`config.mk`:
```
export PLATFORM = sky130hd
export DESIGN_NAME = axis_pkt_arbiter_flat
export DESIGN_NICKNAME = d
export VERILOG_FILES = /design/src/rtl/axis_arb_pkg.sv /design/src/rtl/axis_pkt_arbiter_if.sv /design/src/rtl/axis_pkt_arbiter_rr_grant2.sv /design/src/rtl/axis_pkt_arbiter.sv /design/src/flat_wrapper.sv
export SDC_FILE = /design/constraint.sdc
export NUM_CORES = 1
export LEC_CHECK = 0
export CORE_AREA = 5 5 85 87
export CTS_BUF_LIST = sky130_fd_sc_hd__clkbuf_4 sky130_fd_sc_hd__clkbuf_8 sky130_fd_sc_hd__clkbuf_16
export CTS_CLUSTER_DIAMETER = 60
export DETAILED_ROUTE_END_ITERATION = 8
export DIE_AREA = 0 0 90 92
export DONT_BUFFER_PORTS = 1
export GPL_TIMING_DRIVEN = 0
export PLACE_DENSITY_LB_ADDON = 0.12
export RECOVER_POWER = 50
export SYNTH_ARGS = -nofsm -noshare
export SYNTH_HDL_FRONTEND = slang
export SYNTH_HIERARCHICAL = 1
export SYNTH_SLANG_ARGS = --single-unit
```
`constraint.sdc`:
```
create_clock -name clk -period 2.1 [get_ports clk]
set_input_delay 0.42 -clock clk [delete_from_list [all_inputs] [get_ports clk]]
set_output_delay 0.42 -clock clk [all_outputs]
set_load 0.05 [all_outputs]
```
`src/rtl/axis_arb_pkg.sv`:
```
// rtl/axis_arb_pkg.sv - shared types and widths for the two-input packet arbiter
//
// Purpose : state encoding and datapath/counter widths shared by the arbiter
//           top module, its stream interface and the round-robin picker.
package axis_arb_pkg;

  localparam int AXIS_DATA_W = 64;
  localparam int AXIS_KEEP_W = 8;
  localparam int BEAT_CTR_W  = 10;

  // DRAIN is only ever entered when AXIS_ARB_TRIM_EN is defined.
  typedef enum logic [1:0] {
    IDLE  = 2'd0,
    PASS  = 2'd1,
    DRAIN = 2'd2
  } arb_state_e;

endpackage

```
`src/rtl/axis_pkt_arbiter_if.sv`:
```
// rtl/axis_pkt_arbiter_if.sv - one AXI-Stream link (tdata/tkeep/tlast/tvalid/tready)
//
// Purpose : bundles one stream hop so the arbiter sees sources and sink as
//           single ports.
// Modports: master - drives tdata/tkeep/tlast/tvalid, samples tready
//           slave  - samples tdata/tkeep/tlast/tvalid, drives tready
interface axis_pkt_arbiter_if;
  import axis_arb_pkg::*;

  logic [AXIS_DATA_W-1:0] tdata;
  logic [AXIS_KEEP_W-1:0] tkeep;
  logic                   tlast;
  logic                   tvalid;
  logic                   tready;

  modport master (output tdata, output tkeep, output tlast, output tvalid, input tready);
  modport slave  (input tdata, input tkeep, input tlast, input tvalid, output tready);

endinterface

```
`src/rtl/axis_pkt_arbiter_rr_grant2.sv`:
```
// rtl/axis_pkt_arbiter_rr_grant2.sv - combinational two-requester round-robin picker
//
// Purpose : picks one requester; on contention the one that was not granted
//           last time wins.
// Ports   : req[1:0] in  - request per source
//           last     in  - index of the previously granted source
//           gnt[1:0] out - one-hot grant, 2'b00 when nobody requests
module rr_grant2 (
  input  logic [1:0] req,
  input  logic       last,
  output logic [1:0] gnt
);

  always_comb begin
    gnt = 2'b00;
    case (req)
      2'b01:   gnt = 2'b01;
      2'b10:   gnt = 2'b10;
      2'b11:   gnt = last ? 2'b01 : 2'b10;
      default: gnt = 2'b00;
    endcase
  end

endmodule

```
`src/rtl/axis_pkt_arbiter.sv`:
```
// rtl/axis_pkt_arbiter.sv - two-source AXI-Stream packet arbiter with optional length trim
//
// Purpose : shares one 64-bit stream between two packet sources. Grant is
//           decided in an IDLE bubble cycle and held until the packet's
//           last beat is accepted. Build macro AXIS_ARB_TRIM_EN enables the
//           length limiter: TLAST is forced at MAX_BEATS and the rest of the
//           source packet is drained and discarded.
// Ports   : clk, rst_n          - clock, asynchronous active-low reset
//           s0_axis, s1_axis    - source streams (slave modport)
//           m0_axis             - downstream stream (master modport)
//           grant[1:0]          - one-hot active source, 00 when idle
//           trim_event          - one-cycle pulse when a packet is truncated
module axis_pkt_arbiter
  import axis_arb_pkg::*;
#(
  parameter int MAX_BEATS = 8
) (
  input  logic                      clk,
  input  logic                      rst_n,
  axis_pkt_arbiter_if.slave         s0_axis,
  axis_pkt_arbiter_if.slave         s1_axis,
  axis_pkt_arbiter_if.master        m0_axis,
  output logic [1:0]                grant,
  output logic                      trim_event
);

  localparam logic [BEAT_CTR_W-1:0] LAST_BEAT_IDX = BEAT_CTR_W'(MAX_BEATS - 1);

  arb_state_e             state_q, state_d;
  logic                   last_q, last_d;
  logic [BEAT_CTR_W-1:0]  beat_ctr_q, beat_ctr_d;
  logic [1:0]             grant_q, grant_d;
  logic                   trim_event_q, trim_event_d;

  logic [1:0]             req, rr_gnt;
  logic [AXIS_DATA_W-1:0] src_tdata;
  logic [AXIS_KEEP_W-1:0] src_tkeep;
  logic                   src_tlast, src_tvalid, src_tready;
  logic                   at_limit, beat;

  assign req = {s1_axis.tvalid, s0_axis.tvalid};

  rr_grant2 u_rr_grant2 (
    .req  (req),
    .last (last_q),
    .gnt  (rr_gnt)
  );

  // last_q always holds the most recent grant index, so it doubles as the
  // source select; in IDLE the mux output is ignored because TVALID is 0.
  always_comb begin
    if (last_q) begin
      src_tdata  = s1_axis.tdata;
      src_tkeep  = s1_axis.tkeep;
      src_tlast  = s1_axis.tlast;
      src_tvalid = s1_axis.tvalid;
    end else begin
      src_tdata  = s0_axis.tdata;
      src_tkeep  = s0_axis.tkeep;
      src_tlast  = s0_axis.tlast;
      src_tvalid = s0_axis.tvalid;
    end
  end

`ifdef AXIS_ARB_TRIM_EN
  assign at_limit = (beat_ctr_q == LAST_BEAT_IDX);
`else
  // Limiter compiled out: the term is constant 0 and packets pass unmodified.
  assign at_limit = 1'b0 & (beat_ctr_q == LAST_BEAT_IDX);
`endif

  always_comb begin
    src_tready     = 1'b0;
    m0_axis.tvalid = 1'b0;
    case (state_q)
      PASS: begin
        src_tready     = m0_axis.tready;
        m0_axis.tvalid = src_tvalid;
      end
`ifdef AXIS_ARB_TRIM_EN
      DRAIN: src_tready = 1'b1;
`endif
      default: ;
    endcase
  end

  assign m0_axis.tdata  = src_tdata;
  assign m0_axis.tkeep  = src_tkeep;
  assign m0_axis.tlast  = src_tlast | at_limit;
  assign s0_axis.tready = src_tready & grant_q[0];
  assign s1_axis.tready = src_tready & grant_q[1];
  assign beat           = m0_axis.tvalid & m0_axis.tready;

  always_comb begin
    state_d      = state_q;
    last_d       = last_q;
    beat_ctr_d   = beat_ctr_q;
    grant_d      = grant_q;
    trim_event_d = 1'b0;
    case (state_q)
      IDLE: begin
        if (|rr_gnt) begin
          state_d    = PASS;
          grant_d    = rr_gnt;
          last_d     = rr_gnt[1];
          beat_ctr_d = '0;
        end
      end
      PASS: begin
        if (beat) begin
          beat_ctr_d = beat_ctr_q + BEAT_CTR_W'(1);
          if (m0_axis.tlast) begin
            state_d = IDLE;
            grant_d = 2'b00;
`ifdef AXIS_ARB_TRIM_EN
            // Forced last: keep the grant and swallow the source's tail.
            if (!src_tlast) begin
              state_d      = DRAIN;
              grant_d      = grant_q;
              trim_event_d = 1'b1;
            end
`endif
          end
        end
      end
`ifdef AXIS_ARB_TRIM_EN
      DRAIN: begin
        if (src_tvalid && src_tlast) begin
          state_d = IDLE;
          grant_d = 2'b00;
        end
      end
`endif
      default: begin
        state_d = IDLE;
        grant_d = 2'b00;
      end
    endcase
  end

  always_ff @(posedge clk or negedge rst_n) begin
    if (!rst_n) begin
      state_q      <= IDLE;
      last_q       <= 1'b1;
      beat_ctr_q   <= '0;
      grant_q      <= 2'b00;
      trim_event_q <= 1'b0;
    end else begin
      state_q      <= state_d;
      last_q       <= last_d;
      beat_ctr_q   <= beat_ctr_d;
      grant_q      <= grant_d;
      trim_event_q <= trim_event_d;
    end
  end

  assign grant      = grant_q;
  assign trim_event = trim_event_q;

endmodule

```
`src/flat_wrapper.sv`:
```
// flat-port wrapper written by rule: the top's interface ports become plain ports
module axis_pkt_arbiter_flat import axis_arb_pkg::*;
#(
  parameter int MAX_BEATS = 8
)
  (clk, rst_n, grant, trim_event, s0_axis_tdata, s0_axis_tkeep, s0_axis_tlast, s0_axis_tvalid, s0_axis_tready, s1_axis_tdata, s1_axis_tkeep, s1_axis_tlast, s1_axis_tvalid, s1_axis_tready, m0_axis_tdata, m0_axis_tkeep, m0_axis_tlast, m0_axis_tvalid, m0_axis_tready);
  axis_pkt_arbiter_if s0_axis_i ();
  axis_pkt_arbiter_if s1_axis_i ();
  axis_pkt_arbiter_if m0_axis_i ();
  input  logic clk;
  input  logic rst_n;
  output logic [1:0] grant;
  output logic trim_event;
  input wire logic [$bits(s0_axis_i.tdata)-1:0] s0_axis_tdata;
  input wire logic [$bits(s0_axis_i.tkeep)-1:0] s0_axis_tkeep;
  input wire logic [$bits(s0_axis_i.tlast)-1:0] s0_axis_tlast;
  input wire logic [$bits(s0_axis_i.tvalid)-1:0] s0_axis_tvalid;
  output wire logic [$bits(s0_axis_i.tready)-1:0] s0_axis_tready;
  input wire logic [$bits(s1_axis_i.tdata)-1:0] s1_axis_tdata;
  input wire logic [$bits(s1_axis_i.tkeep)-1:0] s1_axis_tkeep;
  input wire logic [$bits(s1_axis_i.tlast)-1:0] s1_axis_tlast;
  input wire logic [$bits(s1_axis_i.tvalid)-1:0] s1_axis_tvalid;
  output wire logic [$bits(s1_axis_i.tready)-1:0] s1_axis_tready;
  output wire logic [$bits(m0_axis_i.tdata)-1:0] m0_axis_tdata;
  output wire logic [$bits(m0_axis_i.tkeep)-1:0] m0_axis_tkeep;
  output wire logic [$bits(m0_axis_i.tlast)-1:0] m0_axis_tlast;
  output wire logic [$bits(m0_axis_i.tvalid)-1:0] m0_axis_tvalid;
  input wire logic [$bits(m0_axis_i.tready)-1:0] m0_axis_tready;
  assign s0_axis_i.tdata = s0_axis_tdata;
  assign s0_axis_i.tkeep = s0_axis_tkeep;
  assign s0_axis_i.tlast = s0_axis_tlast;
  assign s0_axis_i.tvalid = s0_axis_tvalid;
  assign s0_axis_tready = s0_axis_i.tready;
  assign s1_axis_i.tdata = s1_axis_tdata;
  assign s1_axis_i.tkeep = s1_axis_tkeep;
  assign s1_axis_i.tlast = s1_axis_tlast;
  assign s1_axis_i.tvalid = s1_axis_tvalid;
  assign s1_axis_tready = s1_axis_i.tready;
  assign m0_axis_tdata = m0_axis_i.tdata;
  assign m0_axis_tkeep = m0_axis_i.tkeep;
  assign m0_axis_tlast = m0_axis_i.tlast;
  assign m0_axis_tvalid = m0_axis_i.tvalid;
  assign m0_axis_i.tready = m0_axis_tready;
  axis_pkt_arbiter #(.MAX_BEATS(MAX_BEATS)) u_core (.clk(clk), .rst_n(rst_n), .s0_axis(s0_axis_i), .s1_axis(s1_axis_i), .m0_axis(m0_axis_i), .grant(grant), .trim_event(trim_event));
endmodule
```
## Word-level counts from Yosys, hierarchy flattened

Cells that the tools add are included.
W data, S select, Z words.

- Equal/unequal tests: 7
- Multiplexer cells: 14
- Bitwise operators: 3
- Reduce and logical (&&, ||, !) cells: 4

Operators with widths:

| kind | count |
|---|---|
| $mux W64 | 1 |
| $mux W2 | 5 |
| $mux W8 | 1 |
| $pmux W2 S2 | 2 |
| $pmux W2 S3 | 1 |
| $eq A2 B1 Y1 const B | 2 |
| $eq A2 B2 Y1 const B | 2 |
| $mux W1 | 4 |
| $ne A2 B1 Y1 const B | 2 |
| $and A1 B1 Y1 | 3 |
| $reduce_and A3 Y1 | 1 |
| $logic_not A2 Y1 | 1 |
| $ne A2 B2 Y1 const B | 1 |
| $reduce_and A2 Y1 | 1 |
| $reduce_or A2 Y1 | 1 |

- Register bits: 5
- Input port bits: 151

## Depth between registers and ports, before layout

Gate-level depths: netlist of run 1.

- Word-level depth: 5
- Gate-level depth with buffers: 5
- Mapped depth without buffers: 5

## By module

Netlist of run 1, hierarchy kept.

By module, submodules not included:

| module | times used | cells each | area each (µm²) |
|---|---|---|---|
| axis_pkt_arbiter | 1 | 109 | 1111.1 |
| rr_grant2 | 1 | 3 | 18.8 |

## Worst setup path after synthesis of run 1

Ideal clock, no wire load.

- Kind: register to output
- From: reg u_core.last_q
- To: out m0_axis_tvalid
- Data arrival time: 1.495 ns
- Required time: 1.680 ns
- Slack: 0.185 ns
- Stages on the path, launching flop included: 4
- Path buffers: 1
- Path through: dfstp_2 buf_4 mux2i_2 nor2b_1

- Cells in the longest elaborated chain, start to end: 2

RTL lines:

| element | RTL line | text |
|---|---|---|
| from (decl) | axis_pkt_arbiter.sv:30 | `logic last_q, last_d;` |
| from (signal assigned) | axis_pkt_arbiter.sv:150 | `last_q <= last_d;` |
| $mux W1 | axis_pkt_arbiter.sv:52 | `if (last_q) begin` |
| $mux W1 | axis_pkt_arbiter.sv:75 | `case (state_q)` |
| to (decl) | flat_wrapper.sv:27 | `output wire logic [$bits(m0_axis_i.tvalid)-1:0] m0_axis_tvalid;` |

Every way passes these cells.

## Worst setup path after layout of run 1

- From: reg u_core.last_q
- To: out m0_axis_tdata[51]

- Cells in the longest elaborated chain, start to end: 1

RTL lines:

| element | RTL line | text |
|---|---|---|
| $mux W64 | axis_pkt_arbiter.sv:52 |  |
| to (decl) | flat_wrapper.sv:24 | `output wire logic [$bits(m0_axis_i.tdata)-1:0] m0_axis_tdata;` |

Every way passes these cells.

==> reports/qor.csv, run 1 <==
stage,metric,value,unit
run_status,status,finished clean,
cells_and_area,final_cells,194,
cells_and_area,fillCellCount,682,
timing,setup_violations,0,
setup_path,slowest_stage,dfstp_2,
cts,clk_latency,0.22,ns
cts,cts_num_sinks,4,
setup_path,reg2reg_depth,4,
global_route,grt_pass1_wl,6.941,mm
synth,yosysTopAreaCell,mux2_2,
setup_path,max_stage_delay,0.56,ns
setup_path,cp-start-kind,register,
run,drv_cap,0,
synth,syn_avg_cell_area,10.09,um2
synth,synth_area,0.001130,mm2
timing,tightest_slew,0.6260,ns
power_and_ir_drop,vdd.ir_drop.worst,0.8312,mV
floorplan,die_h,92,um
cts,cts_tree,built,
cells_and_area,area_growth,31.01,%
power_and_ir_drop,power-per-cell-area,2461,mW/mm2
setup_path,crit_cells,3,
placed_design,dp_cells,189,
setup_path,criticalPathCategory,reg -> out,
cts,post_cts_buffers,0,
timing,fin_ws,0.02667,ns
synth,yosysMostFrequentCell,mux2_2,
synth,synth_enable_flop_cells,0,
placed_design,io_buffers,0,
cts,clockRootBuffer,clkbuf_8,
global_route,grt.total_usage,10.21,%
synth,synth.distinct_cells,20,
placed_design,dp_hpwl,4.590,mm
global_route,grt_max_degree,11,
routing,dr_total_vias,991,
setup_path,critPathMaxFanout,10,
cells_and_area,stdcell_area,0.001480,mm2
setup_path,critical_path_required,1.68,ns
cts,clk_transition_reported_paths,0.03,ns
global_route,antenna_found_initial,0,
routing,drtIter0Drc,24,
routing,via_per_inst,5.108,
timing,slew_viol_final,0,
global_route,grt-ovfl-total,0,
synth,synth.area.top_cells,"mux2_2 (72%), dfrtp_1 (6.6%), buf_4 (4.7%)",
floorplan,start_util,18.00,%
cells_and_area,nNetsFinal,269,
power_and_ir_drop,leakage,0.0006944,uW
synth,async_reset_ff_share,100.0,%
setup_path,path_buf_inv,2,
setup_path,end_kind,output port,
floorplan,die_area,0.008280,mm2
routing,wl_per_cell,27.20,um
cts,htreeDepth,1,
synth,yosys_register_bits,4,
power_and_ir_drop,p_total,3643,uW
global_route,grt_pass1_vias,1127,
cts,numCtsBuffers,3,
synth,yosys-top-cells-count,"mux2_2 (72), buf_4 (7), inv_1 (4), nand3_1 (4)",
timing,post-route-min-period,2.073,ns
setup_path,cp_common_cell,buf_4,
cells_and_area,regArea,101.3,um2
synth,syn_nets,263,
floorplan,io-pin-count,230,
timing,max_slew_margin,58.27,%
cells_and_area,multi_input_area,0.001142,mm2
routing,wirelength,5.277,mm
min_path,holdCritPathClass,in -> async,
floorplan,core_area,0.006277,mm2
synth,syn_inst,112,
cells_and_area,antennaDiodeCount,0,
placed_design,dp_slack,-0.04283,ns
setup_path,cp.arrival,1.65,ns
synth,synth_top_cell_area_share,71.76,%
floorplan,die_width,90,um
routing,drt_pass1_iterations,4,
synth,yosysSeqAreaShare,8.970,%
placed_design,gp_congestion,0.7280,
timing,rsz0062_at_grt,yes,
timing,setup_tns,0,ns
synth,yosys_warnings,6,
placed_design,placed_cell_area,0.001226,mm2
timing,fin_skew,0.003455,ns
setup_path,cp_cell_sequence,buf_4 -> buf_4 -> mux2_4,
timing,fmax,482.3,MHz
timing,finalHoldViolCount,0,
floorplan,rows,29,
cells_and_area,drive_gt1_share,76.92,%
setup_path,crit_family,flip-flops,
routing,ant_nets,0,
cts,clockBufferDepth,2,
routing,drc,0,
timing,finalCritPeriodShare,98.73,%
synth,synthFlopType,dfrtp_1,
worst reg2reg max path, delay by kind of cell, from the launching register on:
family                 cells  cell delay (ns)
AOI/OAI and AO/OA          1             0.18
DFF                        1             0.56
and+or+nand+nor            1             0.14
buffers and inverters      1             0.22
muxes                      1             0.39
path summary, 6_finish.rpt:
check | start | to | slack (ns)
setup / recovery | u_core/last_q$_DFFE_PN1P_ | m0_axis_tdata[51] | 0.03
hold / removal | rst_n | u_core/last_q$_DFFE_PN1P_ | 0.05
setup reg to reg | u_core/last_q$_DFFE_PN1P_ | u_core/grant[0]$_DFFE_PN0P_ | 0.55
hold reg to reg | u_core/state_q[0]$_DFFE_PN0P_ | u_core/grant[0]$_DFFE_PN0P_ | 0.60
max in group asynchronous | rst_n | u_core/grant[1]$_DFFE_PN0P_ | 1.48
min in group clk | s0_axis_tvalid | u_core/last_q$_DFFE_PN1P_ | 0.50
placed cells by master, fill, tap and decap left out:
cell type      count
o221ai_1           2
nor3_1             2
nor2b_4            1
mux2i_2            2
clkbuf_8           3
dlygate4sd3_1      1
inv_2              1
dfstp_2            1
dfrtp_1            3
clkbuf_1           1
clkbuf_4           1
nand3_1            4
inv_1              3
nor2_1             1
mux2_4            49
mux2_2            23
conb_1             1
buf_2              2
nand2_1            3
nand2b_1           2
a21boi_0           2
buf_4              7
and3_1             2
repair_timing:
| action | in CTS | in global routing |
|---|---|---|
| endpoints found under the hold margin | 3 | 0 |
| pin swaps | 0 | 0 |
| hold buffers | 1 | 0 |
| resized for setup | 11 | 42 |
| setup endpoints to repair | 51 | 50 |
power breakdown:
group          total, uW  switching [uW]  internal, uW
clock network        188            44.9           143
logic               3220            2280           945
registers            233             114           119
layout make-up:
| type | count | share of cell area [%] |
|---|---|---|
| Buffer | 10 | 4.480 |
| Multi-Input combinational cell | 94 | 77.18 |
| Tap cell | 77 | 6.509 |
| Clock buffer | 4 | 3.297 |
| Sequential cell | 4 | 6.847 |
| Timing Repair Buffer | 1 | 0.6762 |
| Inverter | 4 | 1.014 |
registers in the layout, indices dropped and copies added, names as in the netlist:
| register | cells |
|---|---|
| u_core/grant | 2 |
| u_core/last_q | 1 |
| u_core/state_q | 1 |
metal layers:
metal  GRT usage (%)  vias to the layer above  routed length [um]
li1                -                      420                   -
met1           9.764                      446                1616
met2           19.70                      123                2877
met3           4.910                        2                 775
met4           2.233                        0                   8
met5               0                        -                   0
stage by stage:
| step | hold WS, ns | util (%) |
|---|---|---|
| floorplan | 0.1244 | - |
| global placement | 0.1246 | 19.53 |
| detailed placement | 0.1246 | 19.53 |
| CTS | 0.04101 | 21.05 |
| global route | 0.03776 | 23.58 |
| finish | 0.04799 | 23.58 |
cell families after synthesis:
logic type	count (synthesis)	synth area share, %
buffers and inverters	14	7.198
flip-flops	4	8.970
other	1	0.3319
multiplexers	74	73.86
AO/OA/AOI/OAI	4	2.880
AND/OR/NAND/NOR	15	6.755
Power figures use the tool's default switching activity.
==> run 2, diff against run 1 <==
GPL_ROUTABILITY_DRIVEN = 0   (was unset)
==> results of run 2 <==
Same layout as run 1: the final DEF is identical, and so are final timing and power.
==> run 3, diff against run 2 <==
CORE_AREA = 5 5 86 88   (was 5 5 85 87)
DIE_AREA = 0 0 91 93   (was 0 0 90 92)
DONT_BUFFER_PORTS = unset   (was 1)
==> reports/qor.csv, run 3 (same netlist as run 1, synthesis figures left out) <==
stage,metric,value,unit
run_status,status,finished clean,
setup_path,cp.arrival,1.65,ns
power_and_ir_drop,seqPwrFrac,3.7,%
power_and_ir_drop,p_total,4349,uW
global_route,grt_pass1_vias,1969,
placed_design,dp_hpwl,6.546,mm
timing,post-route-min-period,2.067,ns
timing,setup_violations,0,
power_and_ir_drop,p_sw_share,58.63,%
cells_and_area,fillCellCount,648,
cts,htreeDepth,1,
routing,wirelength,7.128,mm
cts,cts_tree,built,
global_route,grt_pass1_wl,10.42,mm
global_route,antenna_found_initial,0,
cts,cts_hold_buf,0,
power_and_ir_drop,vdd.ir_drop.worst,0.7253,mV
timing,slew_viol_final,0,
cts,clk_transition_reported_paths,0.03,ns
cells_and_area,drive_gt1_share,47.09,%
power_and_ir_drop,power-per-cell-area,1283,mW/mm2
timing,finalCritPeriodShare,98.41,%
cells_and_area,final_common_cell,clkdlybuf4s50_1,
timing,max_slew_margin,66.14,%
cells_and_area,antennaDiodeCount,0,
cts,numCtsBuffers,3,
power_and_ir_drop,p_comb_share,92.0,%
setup_path,max_stage_delay,0.58,ns
floorplan,io-pin-count,230,
power_and_ir_drop,p_clk_share,4.3,%
floorplan,core_area,0.006569,mm2
routing,dr_total_vias,1770,
timing,fin_skew,0.002228,ns
cts,post_cts_buffers,0,
cells_and_area,nNetsFinal,496,
floorplan,start_util,17.20,%
cts,clk_latency,0.22,ns
setup_path,critical_path_required,1.68,ns
cts,clockBufferDepth,2,
placed_design,io_buffers,228,
routing,drt_pass1_iterations,2,
power_and_ir_drop,leakage,0.001440,uW
setup_path,slowest_stage,dfstp_2,
cts,cts_num_sinks,4,
setup_path,cp-start-kind,register,
timing,finalHoldViolCount,0,
run,drv_cap,0,
cts,ctsResizeCount,393,
setup_path,critPathMaxFanout,10,
cells_and_area,layout_common_cells,"clkdlybuf4s50_1 (148), mux2_2 (72), buf_4 (45)",
cells_and_area,area_growth,200.1,%
timing,rsz0062_at_grt,yes,
cts,clockRootBuffer,clkbuf_8,
timing,tightest_slew,0.5062,ns
power_and_ir_drop,switching_power,2550,uW
cells_and_area,final_core_util,51.62,%
routing,drtIter0Drc,9,
timing,fmax,483.9,MHz
power_and_ir_drop,p_int,1799,uW
floorplan,rows,30,
routing,wl_per_cell,16.81,um
setup_path,cp_cell_sequence,buf_12 -> buf_6 -> mux2_2 -> buf_4,
setup_path,reg2reg_depth,5,
routing,via_per_inst,4.175,
floorplan,die_area,0.008463,mm2
min_path,holdCritPathClass,in -> async,
floorplan,die_width,91,um
setup_path,criticalPathCategory,reg -> out,
routing,drc,0,
routing,ant_nets,0,
global_route,grt-ovfl-total,0,
floorplan,die_h,93,um
setup_path,end_kind,output port,
global_route,grt.total_usage,15.31,%
cells_and_area,largest_register_ffs,2,
global_route,grt_max_degree,11,
==> run 3: power by group through the flow <==
stage,registers [uW],logic (uW),clock network (uW)
after floorplan,211,2740,0
after global placement,156,4170,0
final,162,4000,185
after detailed placement,156,4160,0
after CTS,161,3930,188
after global routing,167,4190,202
==> run 3: through the flow <==
stage               setup TNS (ns)  std cells  area [um2]  worst slack, ns  hold WS (ns)
floorplan                        0        112        1130           0.1845        0.1244
global placement            -21.45        420        3512          -0.3590        0.5720
detailed placement          -21.61        420        3512          -0.3584        0.5557
CTS                              0        424        3329       0.00001266        0.3957
global route               -0.5294        424        3391         -0.02805        0.4774
finish                           0        424        3391          0.03342        0.4668
==> run 3: layout make-up <==
| class | instances | area [um2] | share of cell area (%) |
|---|---|---|---|
| Inverter | 4 | 15.01 | 0.4428 |
| Multi-Input combinational cell | 94 | 950.9 | 28.04 |
| Tap cell | 80 | 100.1 | 2.952 |
| Buffer | 10 | 110.1 | 3.247 |
| Sequential cell | 4 | 101.3 | 2.989 |
| Clock buffer | 4 | 48.80 | 1.439 |
| Timing Repair Buffer | 228 | 2064 | 60.89 |
==> run 3: routing by layer <==
metal | GRT usage, % | up-vias | wire length (um)
li1 | - | 876 | -
met1 | 14.92 | 774 | 2301
met2 | 29.99 | 114 | 3960
met3 | 6.597 | 6 | 774
met4 | 2.567 | 0 | 92
met5 | 0 | - | 0
==> run 3: path summary, 6_finish.rpt <==
path / startpoint / to / slack [ns]
worst max-delay path: u_core/last_q$_DFFE_PN1P_ / m0_axis_tdata[15] / 0.03
worst min-delay path: rst_n / u_core/grant[1]$_DFFE_PN0P_ / 0.47
worst max register to register: u_core/last_q$_DFFE_PN1P_ / u_core/grant[1]$_DFFE_PN0P_ / 0.67
worst min register to register: u_core/grant[0]$_DFFE_PN0P_ / u_core/grant[0]$_DFFE_PN0P_ / 0.58
max in group asynchronous: rst_n / u_core/last_q$_DFFE_PN1P_ / 1.40
min in group clk: u_core/grant[0]$_DFFE_PN0P_ / u_core/grant[0]$_DFFE_PN0P_ / 0.58
==> run 3: worst max-delay path, delay by kind of cell, from the launching register on <==
| family | cells | cell delay, ns |
|---|---|---|
| buffers and inverters | 3 | 0.50 |
| flip-flops | 1 | 0.58 |
| multiplexers | 1 | 0.35 |
